[src/rtl/spi_slave.sv]
// spi_slave: SPI mode-0 MSB-first byte responder, oversampled in the clk domain,
// with one-deep valid/ready TX and RX holding registers and sticky error flags.
module spi_slave #(
  parameter int DATA_W = 8,
  parameter int SYNC_STAGES = 2,
  parameter logic [DATA_W-1:0] IDLE_BYTE = 8'hFF
) (
  input  logic              clk,
  input  logic              rstn,
  input  logic              spi_sclk,
  input  logic              spi_ss_n,
  input  logic              spi_mosi,
  output logic              spi_miso,
  output logic              spi_miso_oe,
  input  logic              tx_valid,
  output logic              tx_ready,
  input  logic [DATA_W-1:0] tx_data,
  output logic              rx_valid,
  input  logic              rx_ready,
  output logic [DATA_W-1:0] rx_data,
  output logic              busy,
  output logic              err_underrun,
  output logic              err_overrun,
  input  logic              err_clr
);
  localparam int CW = $clog2(DATA_W + 1);
  typedef enum logic [1:0] {IDLE, LOAD, SHIFT} state_t;
  state_t state, state_nx;
  logic [SYNC_STAGES-1:0] sclk_q, ss_q, mosi_q;
  logic sclk_s, ss_s, mosi_s, sclk_d, ss_d;
  logic rise, fall, shifting, load_tx, word_done, capture, tx_full;
  logic [DATA_W-1:0] tx_sh, rx_sh, tx_hold;
  logic [CW-1:0] bit_cnt;
  assign sclk_s = sclk_q[SYNC_STAGES-1];
  assign ss_s = ss_q[SYNC_STAGES-1];
  assign mosi_s = mosi_q[SYNC_STAGES-1];
  assign rise = ~ss_s & sclk_s & ~sclk_d;
  assign fall = ~ss_s & ~sclk_s & sclk_d;
  assign shifting = state == SHIFT;
  // Word boundaries come from the bit counter alone, so words can run back-to-back in one frame.
  assign load_tx = (state == LOAD) | (shifting & fall & (bit_cnt == CW'(DATA_W)));
  assign word_done = shifting & rise & (bit_cnt == CW'(DATA_W - 1));
  assign capture = tx_valid & ~tx_full;
  assign tx_ready = ~tx_full;
  always_ff @(posedge clk or negedge rstn) begin
    if (!rstn) begin
      sclk_q <= '0;
      ss_q <= '1;
      mosi_q <= '0;
      sclk_d <= 1'b0;
      ss_d <= 1'b1;
    end else begin
      sclk_q <= {sclk_q[SYNC_STAGES-2:0], spi_sclk};
      ss_q <= {ss_q[SYNC_STAGES-2:0], spi_ss_n};
      mosi_q <= {mosi_q[SYNC_STAGES-2:0], spi_mosi};
      sclk_d <= sclk_s;
      ss_d <= ss_s;
    end
  end
  always_ff @(posedge clk or negedge rstn) begin
    if (!rstn) state <= IDLE;
    else state <= state_nx;
  end
  always_comb begin
    state_nx = ss_s ? IDLE : (state == IDLE) ? (ss_d ? LOAD : IDLE) : SHIFT;
  end
  always_comb begin
    busy = state != IDLE;
    spi_miso_oe = busy;
    spi_miso = tx_sh[DATA_W-1];
  end
  always_ff @(posedge clk or negedge rstn) begin
    if (!rstn) begin
      tx_sh <= '0;
      rx_sh <= '0;
      bit_cnt <= '0;
      tx_hold <= '0;
      tx_full <= 1'b0;
      rx_data <= '0;
      rx_valid <= 1'b0;
      err_underrun <= 1'b0;
      err_overrun <= 1'b0;
    end else begin
      if (load_tx) tx_sh <= tx_full ? tx_hold : IDLE_BYTE;
      else if (shifting & fall) tx_sh <= tx_sh << 1;
      if (load_tx) bit_cnt <= '0;
      else if (shifting & rise) bit_cnt <= bit_cnt + 1'b1;
      if (shifting & rise) rx_sh <= {rx_sh[DATA_W-2:0], mosi_s};
      if (capture) tx_hold <= tx_data;
      tx_full <= capture | (tx_full & ~load_tx);
      if (word_done) rx_data <= {rx_sh[DATA_W-2:0], mosi_s};
      rx_valid <= word_done | (rx_valid & ~rx_ready);
      err_underrun <= (load_tx & ~tx_full) | (err_underrun & ~err_clr);
      err_overrun <= (word_done & rx_valid & ~rx_ready) | (err_overrun & ~err_clr);
    end
  end
endmodule
[config.mk]
export PLATFORM = sky130hd
export DESIGN_NAME = spi_slave
export DESIGN_NICKNAME = d
export VERILOG_FILES = /design/src/rtl/spi_slave.sv
export SDC_FILE = /design/constraint.sdc
export NUM_CORES = 1
export LEC_CHECK = 0
export ABC_AREA = 1
export CORE_ASPECT_RATIO = 0.7
export CORE_UTILIZATION = 40
export CTS_CLUSTER_DIAMETER = 150
export DETAILED_ROUTE_END_ITERATION = 10
export SLEW_MARGIN = 40
export SYNTH_ARGS = -nofsm -noshare
export SYNTH_HDL_FRONTEND = slang
export SYNTH_SLANG_ARGS = --single-unit
[constraint.sdc]
create_clock -name clk -period 2.05 [get_ports clk]
set_input_delay 0.41 -clock clk [delete_from_list [all_inputs] [get_ports clk]]
set_output_delay 0.41 -clock clk [all_outputs]
set_load 0.01 [all_outputs]
---- After elaboration in Yosys (flattened, before gate mapping) ----
Cells that the tools add are included.
Widths: inputs -> output; s select.
word-level totals
  logic and storage cells ................. 60
  output and inout port bits .............. 15
  bits in registers ....................... 49
  input port bits ......................... 16
operators by class
  bitwise gates (word level) .............. 28
  equal/unequal tests ..................... 4
  add/sub/neg operators ................... 1
  reduce and logical (&&, ||, !) cells .... 4
  mux-type cells .......................... 8
operator list
  kind                 number
  $mux 8               3
  $and 1x1->1          16
  $mux 4               2
  $not 1->1            7
  $reduce_bool 2->1    3
  $or 1x1->1           5
  $add 4x1->4 const B  1
  $eq 4x3->1 const B   1
  $eq 4x4->1 const B   1
  $mux 2               2
  $eq 2x1->1 const B   1
  $eq 2x2->1 const B   1
  $logic_not 2->1      1
  $mux 1               1

---- Depth between registers and ports, before layout ----
  depth in word-level cells ............... 9
  mapped depth ............................ 9
  gate-level depth less buffers ........... 8

---- Least setup slack after synthesis ----
Ideal clock, no wire load.
  kind .................................... reg2reg
  from .................................... register bit_cnt[0]
  to ...................................... register tx_sh[5]
  data required time ...................... 1933 ps
  path buffers ............................ 1
  cell stages (with the launch flop) ...... 9
  period minus slack after synthesis ...... 1338 ps
  setup time .............................. 117 ps
  path slack .............................. 712 ps
  arrival ................................. 1220 ps
  cell sequence ........................... dfrtp_1 inv_1 ha_1 nand3_2 nand2_2 buf_6 or2_0 nand3_1 nand2_1
on the way
  longest elaborated chain between the ends .. 4
  elaborated cells on any way between the ends .. 5
  those cells by class .................... 1 x eq/ne; 1 x mux; 2 x bitwise; 1 x reduce/logical
ends and longest elaborated chain
  item                                                line  text
  from (decl)                                         33    logic [CW-1:0] bit_cnt;
  from (signal assigned)                              87    else if (shifting & rise) bit_cnt <= bit_cnt + 1'b1;
  $eq 4x4->1 *                                        41    assign load_tx = (state == LOAD) | (shifting & fall & (bit_cnt == CW'(DATA_W)));
  $and 1x1->1 *                                       41
  $or 1x1->1 *                                        41
  $mux 8 / $reduce_bool 2->1 (equally long branches)  n/a
  to (signal assigned)                                84    if (load_tx) tx_sh <= tx_full ? tx_hold : IDLE_BYTE;
  to (signal assigned)                                85    else if (shifting & fall) tx_sh <= tx_sh << 1;
  to (decl)                                           32    logic [DATA_W-1:0] tx_sh, rx_sh, tx_hold;
Every way passes the cells marked *; elsewhere a longest branch is shown, timed or not.
A chain may end at the register's enable or synchronous reset.

---- Worst setup path in the final report ----
  from .................................... register tx_full
  to ...................................... output tx_ready
on the way
  longest elaborated chain between the ends .. 1
ends and longest elaborated chain
  item                    line  text
  from (decl)             31    logic rise, fall, shifting, load_tx, word_done, capture, tx_full;
  from (signal assigned)  90    tx_full <= capture | (tx_full & ~load_tx);
  $not 1->1               44    assign tx_ready = ~tx_full;
  to (decl)               16    output logic tx_ready,
Every way passes these cells.

==> metrics.md <==
| Metric | Value |
|---|---|
| Reg2Reg Depth | `5` |
| Clk Latency, worst-skew pair | `0.28 ns` |
| Grt ovf | `0` |
| 1st-iter DRT viols | `82` |
| Worst hold slack | `0.0855 ns` |
| Antenna Cells | `0` |
| Initial Util | `0.432` |
| Max-slew violation count | `0` |
| Critical path's slowest cell | `clkdlybuf4s50_1` |
| Worst Path Arrival | `1.51 ns` |
| Worst r2r src | `bit_cnt[0]` |
| Hpwl dp | `2730 um` |
| Internal reg-to-reg setup slack | `0.55 ns` |
| First-pass GRT wire length | `6540 um` |
| Die Y | `63.1 um` |
| Via count | `1481` |
| Synthesis-to-layout area growth | `20.9%` |
| Clk slew on worst S/H paths | `0.08 ns` |
| Tcrit/Tclk final | `0.939` |
| Setup CP Type | `register to output port` |
| Period minus WS final | `1.92 ns` |
| Seq cells post-synth | `49` |
| DR vias/cell | `4.54` |
| Fin. Hold Viols | `0` |
| Clk pwr share | `0.292` |
| Sequential area share after synthesis | `0.576` |
| H-tree Lvls | `2` |
| CP Capture Type | `output port` |
| I/O pin total | `31` |
| TritonCTS buffer count | `5` |
| Slew headroom | `0.657` |
| Net Switching | `626 uW` |
| DIE WIDTH | `89.3 um` |
| Syn Area/Cell | `9.40 um2` |
| Worst min path class | `primary input to async pin` |
| Maximum operating frequency | `0.520 GHz` |
| Number of global-route vias before repair | `1390` |
| Wirelength per Cell | `11.5 um` |
| Status | `finished, final reports clean` |
| Reg2reg end | `rx_data[6]` |
| Worst-Margin Slew | `0.515 ns` |
| CTS tree | `done` |
| Total wire length | `3750 um` |
| Core area | `4940 um2` |
| Fraction of layout cells with a size suffix above 1 | `0.128` |
| Final ANT Viol Nets | `0` |
| Final Skew | `0.00213 ns` |
| CP Cell Sequence | `inv_1, clkdlybuf4s50_1` |
| Pwr dens | `913 nW/um2` |
| Seq pwr share | `0.518` |
| Largest net degree at the start of global routing | `28` |
| Post_cts resized | `0` |
| Critical Path RT | `1.64 ns` |
| Layout net count | `274` |
| Setup TNS | `0 ns` |
| Critical Path Max Stage Delay | `0.57 ns` |
| Syn Nets | `245` |
| PortBufs | `30` |
| Peak VDD IR | `0.000486 V` |
| Routability-driven placement congestion ratio | `0.758` |
| Residual DRC | `0` |
| Yosys Warn Count | `0` |
| # Post-CTS Setup Buffers | `0` |
| Initial antenna violation count | `0` |
| Post-synth cell types | `28` |
| Critical path launch point type | `register` |
| Mapped Area | `2130 um2` |
| Die ar. | `5640 um2` |
| # setup viols final | `0` |
| Drt pass-1 iters | `4` |
| CTS Sinks | `49` |
| Worst-path maximum fanout | `8` |
| Maxcap violations | `0` |
| Clock root buffer master | `clkbuf_8` |
| Internal | `1730 uW` |
| Hold Buf Count CTS | `0` |
| Total track usage | `0.153` |
| Sw frac | `0.265` |
| Mapped Cells | `227` |
| Comb pwr share | `0.190` |
| RSZ-0062 raised after global routing | `false` |
| LEAKAGE | `0.00130 uW` |
| FP Rows | `21` |
| Longest Clk Path Bufs | `2` |
## power groups by stage
stage               combinational (uW)  clock (uW)  sequential [uW]
floorplan                          329           0             1210
global placement                   448           0             1240
detailed placement                 452           0             1240
CTS                                455         712             1220
global route                       513         758             1250
finish                             448         688             1220
## flip-flops by register name (all words and copies together) (netlist names)
register / flops
rx_data: 8
tx_hold: 8
tx_sh: 8
rx_sh: 7
bit_cnt: 4
mosi_q: 2
sclk_q: 2
ss_q: 2
state: 2
err_overrun: 1
err_underrun: 1
rx_valid: 1
sclk_d: 1
ss_d: 1
tx_full: 1
## worst max path at each step
stage                    start  cells past startpoint        to  slack, ns
floorplan           bit_cnt[0]                      8  tx_sh[5]       0.71
global placement       tx_full                      2  tx_ready       0.48
detailed placement     tx_full                      2  tx_ready       0.45
CTS                    tx_full                      2  tx_ready       0.12
global route           tx_full                      2  tx_ready       0.06
finish                 tx_full                      2  tx_ready       0.13
## layout by cell type (no fill, tap or decap), drive strengths merged, types with 3 or more instances in the layout
cell / netlist / layout
nand2: 63 / 63
dfrtp: 46 / 46
nand3: 34 / 34
clkdlybuf4s50: 0 / 29
inv: 24 / 24
nor2: 19 / 19
o21ai: 8 / 8
clkbuf: 0 / 7
a21oi: 6 / 6
or2: 6 / 6
dfstp: 3 / 3
## final cells by class
class	count	area, um2
fill	492	2360
sequential	49	1230
clock buffer	7	86.3
clock inverter	1	30.0
timing repair buffer	31	315
multi-input combinational	145	741
inverter	24	92.6
tap	69	86.3
## per-stage QoR
stage	power [uW]	setup WS [ns]	area, um2	utilization	std cells
2_1_floorplan	1540	0.712	2130	-	227
3_3_place_gp	1680	0.478	2460	0.499	318
3_5_place_dp	1690	0.446	2460	0.499	318
4_1_cts	2390	0.118	2580	0.523	326
5_1_grt	2520	0.0628	2580	0.523	326
6_report	2360	0.126	2580	0.523	326
## synth_stat cells, drive strengths merged
library cell | n | area share
mux2 | 2 | 0.011
o21ai | 8 | 0.026
xor2 | 1 | 0.0041
or2 | 6 | 0.018
nand2 | 63 | 0.13
dfrtp | 46 | 0.54
and3 | 1 | 0.0029
dfstp | 3 | 0.037
a21oi | 6 | 0.014
nand4 | 2 | 0.0059
nand3b | 1 | 0.0035
inv | 24 | 0.043
buf | 9 | 0.033
ha | 2 | 0.012
nor2 | 19 | 0.037
nand3 | 34 | 0.084
## kinds of logic (layout without fill, tap and decap cells)
| kind of cell | count (synthesis) | in the layout | synth area share |
|---|---|---|---|
| flip-flops | 49 | 49 | 0.576 |
| XOR/XNOR | 1 | 1 | 0.00410 |
| AND/OR/NAND/NOR | 126 | 126 | 0.281 |
| AO/OA/AOI/OAI | 14 | 14 | 0.0399 |
| adder cells (fa/ha/maj) | 2 | 2 | 0.0117 |
| buffers and inverters | 33 | 63 | 0.0768 |
| multiplexers | 2 | 2 | 0.0106 |
## routing by layer
metal / GRT usage / wire [um]
met1: 0.248 / 2050
met2: 0.199 / 1490
met3: 0.0393 / 170
met4: 0.0417 / 31
met5: 0 / 0
## critical path: cells and delay by family, from the launching register on
kind     cells  cell delay, ns
buf+inv      2            0.76
flops        1            0.48
Note: power is estimated with default switching activity, not from simulation.
